**config.mk**
```make
export PLATFORM = sky130hd
export DESIGN_NAME = seq_hit_logger
export DESIGN_NICKNAME = d
export VERILOG_FILES = /design/src/rtl/seq_pkg.sv /design/src/rtl/hit_fifo.sv /design/src/rtl/seq_hit_logger.sv
export SDC_FILE = /design/constraint.sdc
export NUM_CORES = 1
export LEC_CHECK = 0
export ABC_AREA = 1
export CAP_MARGIN = 20
export CORE_ASPECT_RATIO = 1.25
export CORE_MARGIN = 5
export CORE_UTILIZATION = 45
export DETAILED_ROUTE_END_ITERATION = 12
export PLACE_DENSITY_LB_ADDON = 0.08
export REMOVE_ABC_BUFFERS = 1
export SYNTH_ARGS = -nofsm -noshare
export SYNTH_HDL_FRONTEND = slang
export SYNTH_SLANG_ARGS = --single-unit
```
**constraint.sdc**
```tcl
create_clock -name clk -period 6.95 [get_ports clk]
set_input_delay 0.695 -clock clk [delete_from_list [all_inputs] [get_ports clk]]
set_output_delay 0.695 -clock clk [all_outputs]
set_load 0.1 [all_outputs]
```
**src/rtl/seq_pkg.sv**
```systemverilog
// Shared definitions for the hit logger slice.
//   TS_W_DEF  : default timestamp width
//   CNT_W_DEF : default width of the hit and drop counters
//   DEPTH_DEF : default FIFO depth
//   level_w() : width needed to hold an occupancy of 0..depth
package seq_pkg;

  localparam int TS_W_DEF  = 16;
  localparam int CNT_W_DEF = 16;
  localparam int DEPTH_DEF = 8;

  // An occupancy of exactly DEPTH needs one bit more than the address.
  function automatic int level_w(input int depth);
    return $clog2(depth) + 1;
  endfunction

endpackage

```
**src/rtl/hit_fifo.sv**
```systemverilog
// Synchronous FIFO with registered full/empty flags.
//   clk, reset (async, active-high), clr (sync clear)
//   push/din  : write request and data
//   pop       : read request; ignored while empty
//   dout      : head entry, read straight from storage
//   full/empty/level : registered occupancy status
// A push while full is accepted only when a pop happens in the same cycle.
module hit_fifo
  import seq_pkg::*;
#(
  parameter int WIDTH = TS_W_DEF,
  parameter int DEPTH = DEPTH_DEF
) (
  input  logic                      clk,
  input  logic                      reset,
  input  logic                      clr,
  input  logic                      push,
  input  logic                      pop,
  input  logic [WIDTH-1:0]          din,
  output logic [WIDTH-1:0]          dout,
  output logic                      full,
  output logic                      empty,
  output logic [level_w(DEPTH)-1:0] level
);

  localparam int AW = $clog2(DEPTH);
  localparam int LW = level_w(DEPTH);

  logic [WIDTH-1:0] mem [DEPTH];
  logic [AW-1:0]    wr_ptr;
  logic [AW-1:0]    rd_ptr;
  logic             do_push;
  logic             do_pop;
  logic [LW-1:0]    level_nxt;

  assign do_pop  = pop && !empty;
  assign do_push = push && (!full || do_pop);

  always_comb begin
    level_nxt = level;
    if (do_push && !do_pop) level_nxt = level + LW'(1);
    else if (do_pop && !do_push) level_nxt = level - LW'(1);
  end

  // Pointers wrap naturally because DEPTH is a power of two.
  always_ff @(posedge clk or posedge reset) begin
    if (reset) begin
      wr_ptr <= '0;
      rd_ptr <= '0;
      level  <= '0;
      full   <= 1'b0;
      empty  <= 1'b1;
    end else if (clr) begin
      wr_ptr <= '0;
      rd_ptr <= '0;
      level  <= '0;
      full   <= 1'b0;
      empty  <= 1'b1;
    end else begin
      if (do_push) wr_ptr <= wr_ptr + AW'(1);
      if (do_pop)  rd_ptr <= rd_ptr + AW'(1);
      level <= level_nxt;
      full  <= (level_nxt == LW'(DEPTH));
      empty <= (level_nxt == '0);
    end
  end

  // Storage is cleared so the head reads 0 straight after reset or clr.
  always_ff @(posedge clk or posedge reset) begin
    if (reset) begin
      for (int i = 0; i < DEPTH; i++) mem[i] <= '0;
    end else if (clr) begin
      for (int i = 0; i < DEPTH; i++) mem[i] <= '0;
    end else if (do_push) begin
      mem[wr_ptr] <= din;
    end
  end

  assign dout = mem[rd_ptr];

endmodule

```
**src/rtl/seq_hit_logger.sv**
```systemverilog
// Timestamps detector hits and queues them for a valid/ready consumer.
//   clk, reset (async, active-high), clr (sync clear of everything)
//   hit        : one-cycle detector pulse
//   out_valid/out_ready/out_ts : head of the timestamp queue
//   hit_count  : all hits seen, saturating
//   drop_count : hits lost to a full queue, saturating
//   overflow   : sticky, set on the first drop
//   fifo_level : current queue occupancy
// Handshake: an entry leaves the queue at a clock edge where out_valid and
// out_ready are both high; out_ts is held stable while out_valid is high
// and out_ready is low.
module seq_hit_logger
  import seq_pkg::*;
#(
  parameter int TS_W  = TS_W_DEF,
  parameter int DEPTH = DEPTH_DEF,
  parameter int CNT_W = CNT_W_DEF
) (
  input  logic                      clk,
  input  logic                      reset,
  input  logic                      clr,
  input  logic                      hit,
  output logic                      out_valid,
  input  logic                      out_ready,
  output logic [TS_W-1:0]           out_ts,
  output logic [CNT_W-1:0]          hit_count,
  output logic [CNT_W-1:0]          drop_count,
  output logic                      overflow,
  output logic [level_w(DEPTH)-1:0] fifo_level
);

  logic [TS_W-1:0] ts;
  logic            full;
  logic            empty;
  logic            pop;
  logic            drop;

  assign out_valid = !empty;
  assign pop       = out_valid && out_ready;
  // A pop in the same cycle frees the slot, so only a full queue with no
  // pop loses the hit.
  assign drop      = hit && full && !pop;

  hit_fifo #(
    .WIDTH (TS_W),
    .DEPTH (DEPTH)
  ) u_fifo (
    .clk   (clk),
    .reset (reset),
    .clr   (clr),
    .push  (hit),
    .pop   (out_ready),
    .din   (ts),
    .dout  (out_ts),
    .full  (full),
    .empty (empty),
    .level (fifo_level)
  );

  always_ff @(posedge clk or posedge reset) begin
    if (reset) begin
      ts         <= '0;
      hit_count  <= '0;
      drop_count <= '0;
      overflow   <= 1'b0;
    end else if (clr) begin
      ts         <= '0;
      hit_count  <= '0;
      drop_count <= '0;
      overflow   <= 1'b0;
    end else begin
      ts <= ts + TS_W'(1);
      if (hit && (hit_count != '1)) hit_count <= hit_count + CNT_W'(1);
      if (drop) begin
        overflow <= 1'b1;
        if (drop_count != '1) drop_count <= drop_count + CNT_W'(1);
      end
    end
  end

endmodule

```
==> implementation parameters <==
Parameter                              Value

Floorplanning
  Total core area    20900 um2
  Overall die height    173 um
  Die area    between 20000 and 25000 um2
  Row count    59
  Initial cell density of the core    ~46%
  DIE WIDTH    140 um
  Number of top-level design ports    59

Run status
  Result of the run    finished clean

Critical path
  Biggest fanout along the worst timing path    53
  Worst Path Required    roughly 6.3 ns
  Kind of start point of the critical path    flip-flop
  Type of the worst setup path    reg -> out
  Worst path arrival time    ~3.3 ns
  Type of destination of the critical path    output pin

STA
  Clock tree skew after final layout    0.00870 ns
  Achievable frequency    251 MHz
  Transition time at the pin with the least slew margin    around 1.1 ns
  Min cycle time layout    3.99 ns
  Sum of negative setup slack    0 ns
  Unrepaired setup endpoints after global routing    no
  Count of final hold-check violations    0
  Relative slew margins    29.5%
  Total setup violations reported at the end of the flow    0
  Max-slew violation count    0
  Ratio of final minimum period to clock period    57.3%

GRT
  All-Layer GR Usage    20.8%
  Remaining Overflow, GRT    0
  First-pass GRT wire length    41000 um
  Number of antenna violations at the first check in global routing    0
  Met1 track demand over resource    27.5%
  Global route hottest layer    met2
  M3 GR Usage    3.70%
  Vias in the first global route    7831
  Met2 Usage GRT    between 30% and 40%
  Largest net degree at the start of global routing    116

Yosys
  Flip-flop cell with the highest count after synthesis    dfrtp_1
  Yosys synthesis warning count    0
  Leading cell type by number of instances after synthesis    dfrtp_1
  Synthesized area per cell    8.53 um2
  Leading cell types by total area after synthesis    dfrtp_1 (49%), nand2_1 (6.5%), nand3_1 (6.4%)
  Post-synth cell types    between 40 and 50
  Proportion of synthesized chip area in sequential cells    just under 50%
  Share of synthesized flip-flops with an asynchronous set or reset    100%
  Top cell type by total area after synthesis    dfrtp_1
  Cell count after synthesis    1122
  Number of flops mapped to enable cells by yosys    0
  Flip-flop and latch count after synthesis    189
  Top cells by count, synth    dfrtp_1 (188), nand2_1 (166), nand3_1 (122)
  Mapped Area    between 9000 and 10000 um2
  Share of Yosys cell area claimed by the top area cell type    49.2%

Job
  Reported max-cap violation count    0

Finish
  # nets final    approximately 1200
  Share of layout cells above drive strength 1    10.2%
  Fill cell instance count of the final layout    2019
  Multi-input logic area    4100 um2
  Ant. Diodes    0
  Footprint of the flip-flops and latches    4730 um2
  Synthesis-to-finish area growth    13.8%

Clock network
  Insertion delay of the later-clocked pin in the worst-skew pair    0.43 ns
  Number of cells upsized or downsized after cts    0
  Number of post-CTS setup repair buffers    0
  Clock Tree Buf Depth    2
  CTS tree    built
  Hold-fix buffers, CTS    0
  CTS Root Cell    clkbuf_16
  H-tree levels    4
  Number of clock buffers inserted by TritonCTS    17
  Sink count of the clock tree    189
  Clock-pin transition on the worst setup and hold timing paths    0.06 ns

Power and ir drop
  Leak pwr    4.47 nW
  Total power density per cell area    ~230 nW/um2
  Gate power share    about an eighth
  Clock Power Share    41.8%
  Total Power Consumption    0.00246 W
  Proportion of total power due to net switching    27.7%
  Sequential share of power    45.8%
  Int Pwr    0.00178 W
  Net switching component of the power    0.000682 W
  Worst supply voltage drop on vdd    0.186 mV

Route
  Vias per inst    roughly 5.5
  Iter 0 DRT Violations    roughly 480
  Number of optimization iterations in the first detailed-route pass    5
  Remaining antenna violation count    0
  Via count of the routed design    7887
  Post-detailed-route wirelength per cell    17.2 um
  Routed WL    approximately 25000 um
  # DRC    0

Placed design
  Routability congestion estimate from global placement    0.800
  DP Wirelength    between 10000 and 15000 um
  Port bufs    58

Hold path
  Class of the tightest hold or removal check    reg -> reg
[cell type report]
type / count / share of cell area [%]
Sequential cell: 189 / 43.5
Multi-Input combinational cell: 768 / 37.6
Timing Repair Buffer: 69 / 6.46
Clock buffer: 22 / 4.45
Inverter: 101 / 3.62
Tap cell: 274 / 3.15
Clock inverter: 9 / 1.24
[flip-flops by register name, indices dropped and copies added, names as in the netlist]
signal,cells
u_fifo.mem,128
drop_count,16
hit_count,16
ts,16
u_fifo.level,4
u_fifo.rd_ptr,3
u_fifo.wr_ptr,3
overflow,1
u_fifo.empty,1
u_fifo.full,1
[per-stage QoR]
stage / utilization [%] / setup WS, ns / cells / hold WS, ns / area, um2
2_1_floorplan: - / 1.11 / 1058 / 0.441 / 9210
6_report: 52.1 / 2.96 / 1432 / 0.482 / 10900
4_1_cts: 51.8 / 2.93 / 1430 / 0.482 / 10800
3_3_place_gp: 48.9 / 3.40 / 1399 / 0.465 / 10200
5_1_grt: 52.1 / 2.70 / 1432 / 0.511 / 10900
3_5_place_dp: 48.9 / 3.39 / 1399 / 0.473 / 10200
[critical path, stage by stage (launching register included)]
cell,delay (ns)
dfrtp_1,0.39
inv_2,0.33
buf_4,0.50
nor2_1,0.08
o21ai_0,0.17
a21oi_1,0.05
a31oi_1,0.17
clkdlybuf4s50_1,1.16
[layer usage]
layer | part of all wire (%) | vias to the layer above
li1 | - | 3888
met5 | 0 | -
met2 | 50 | 150
met4 | 1.6 | 0
met1 | 45 | 3820
met3 | 3.2 | 29
[power groups by stage]
stage | Sequential, W | Clock, W | Combinational, W
after floorplan | 0.00120 | 0 | 0.000162
after global placement | 0.00115 | 0 | 0.000306
after detailed placement | 0.00115 | 0 | 0.000308
after CTS | 0.00113 | 0.00105 | 0.000308
after global routing | 0.00113 | 0.00109 | 0.000334
final | 0.00113 | 0.00103 | 0.000305
[final timing paths]
check	from	to	slack, ns	depth (start not counted)
max in group asynchronous	reset	u_fifo.mem[55]	4.68	3
min in group asynchronous	reset	drop_count[10]	0.79	2
max	u_fifo.rd_ptr[0]	out_ts[1]	2.96	7
max reg2reg	u_fifo.empty	u_fifo.mem[95]	4.62	8
min	ts[0]	ts[0]	0.48	1
min reg2reg	ts[0]	ts[0]	0.48	1
[cell usage in the layout, fill, tap and decap left out, drive strengths merged]
master	instances
o21a	2
and2	1
xnor2	3
o21bai	3
a211oi	1
nor2	87
o21ai	190
dfstp	1
or2	2
ha	7
nand3	123
nand2	180
a21oi	62
buf	11
nand3b	1
inv	100
and3	1
xor2	12
bufinv	3
dfrtp	188
a31oi	16
nand4	20
clkdlybuf4s50	58
clkbuf	22
o22ai	48
nor3	9
clkinvlp	3
clkinv	4
[cells by family after synthesis]
group / synth area share [%]
fa+ha+maj: 0.915
buf+inv: 7.75
simple gates: 20.7
flops: 49.4
xor+xnor: 1.37
compound gates: 19.8
No activity file was read; power rests on OpenSTA's default activity.
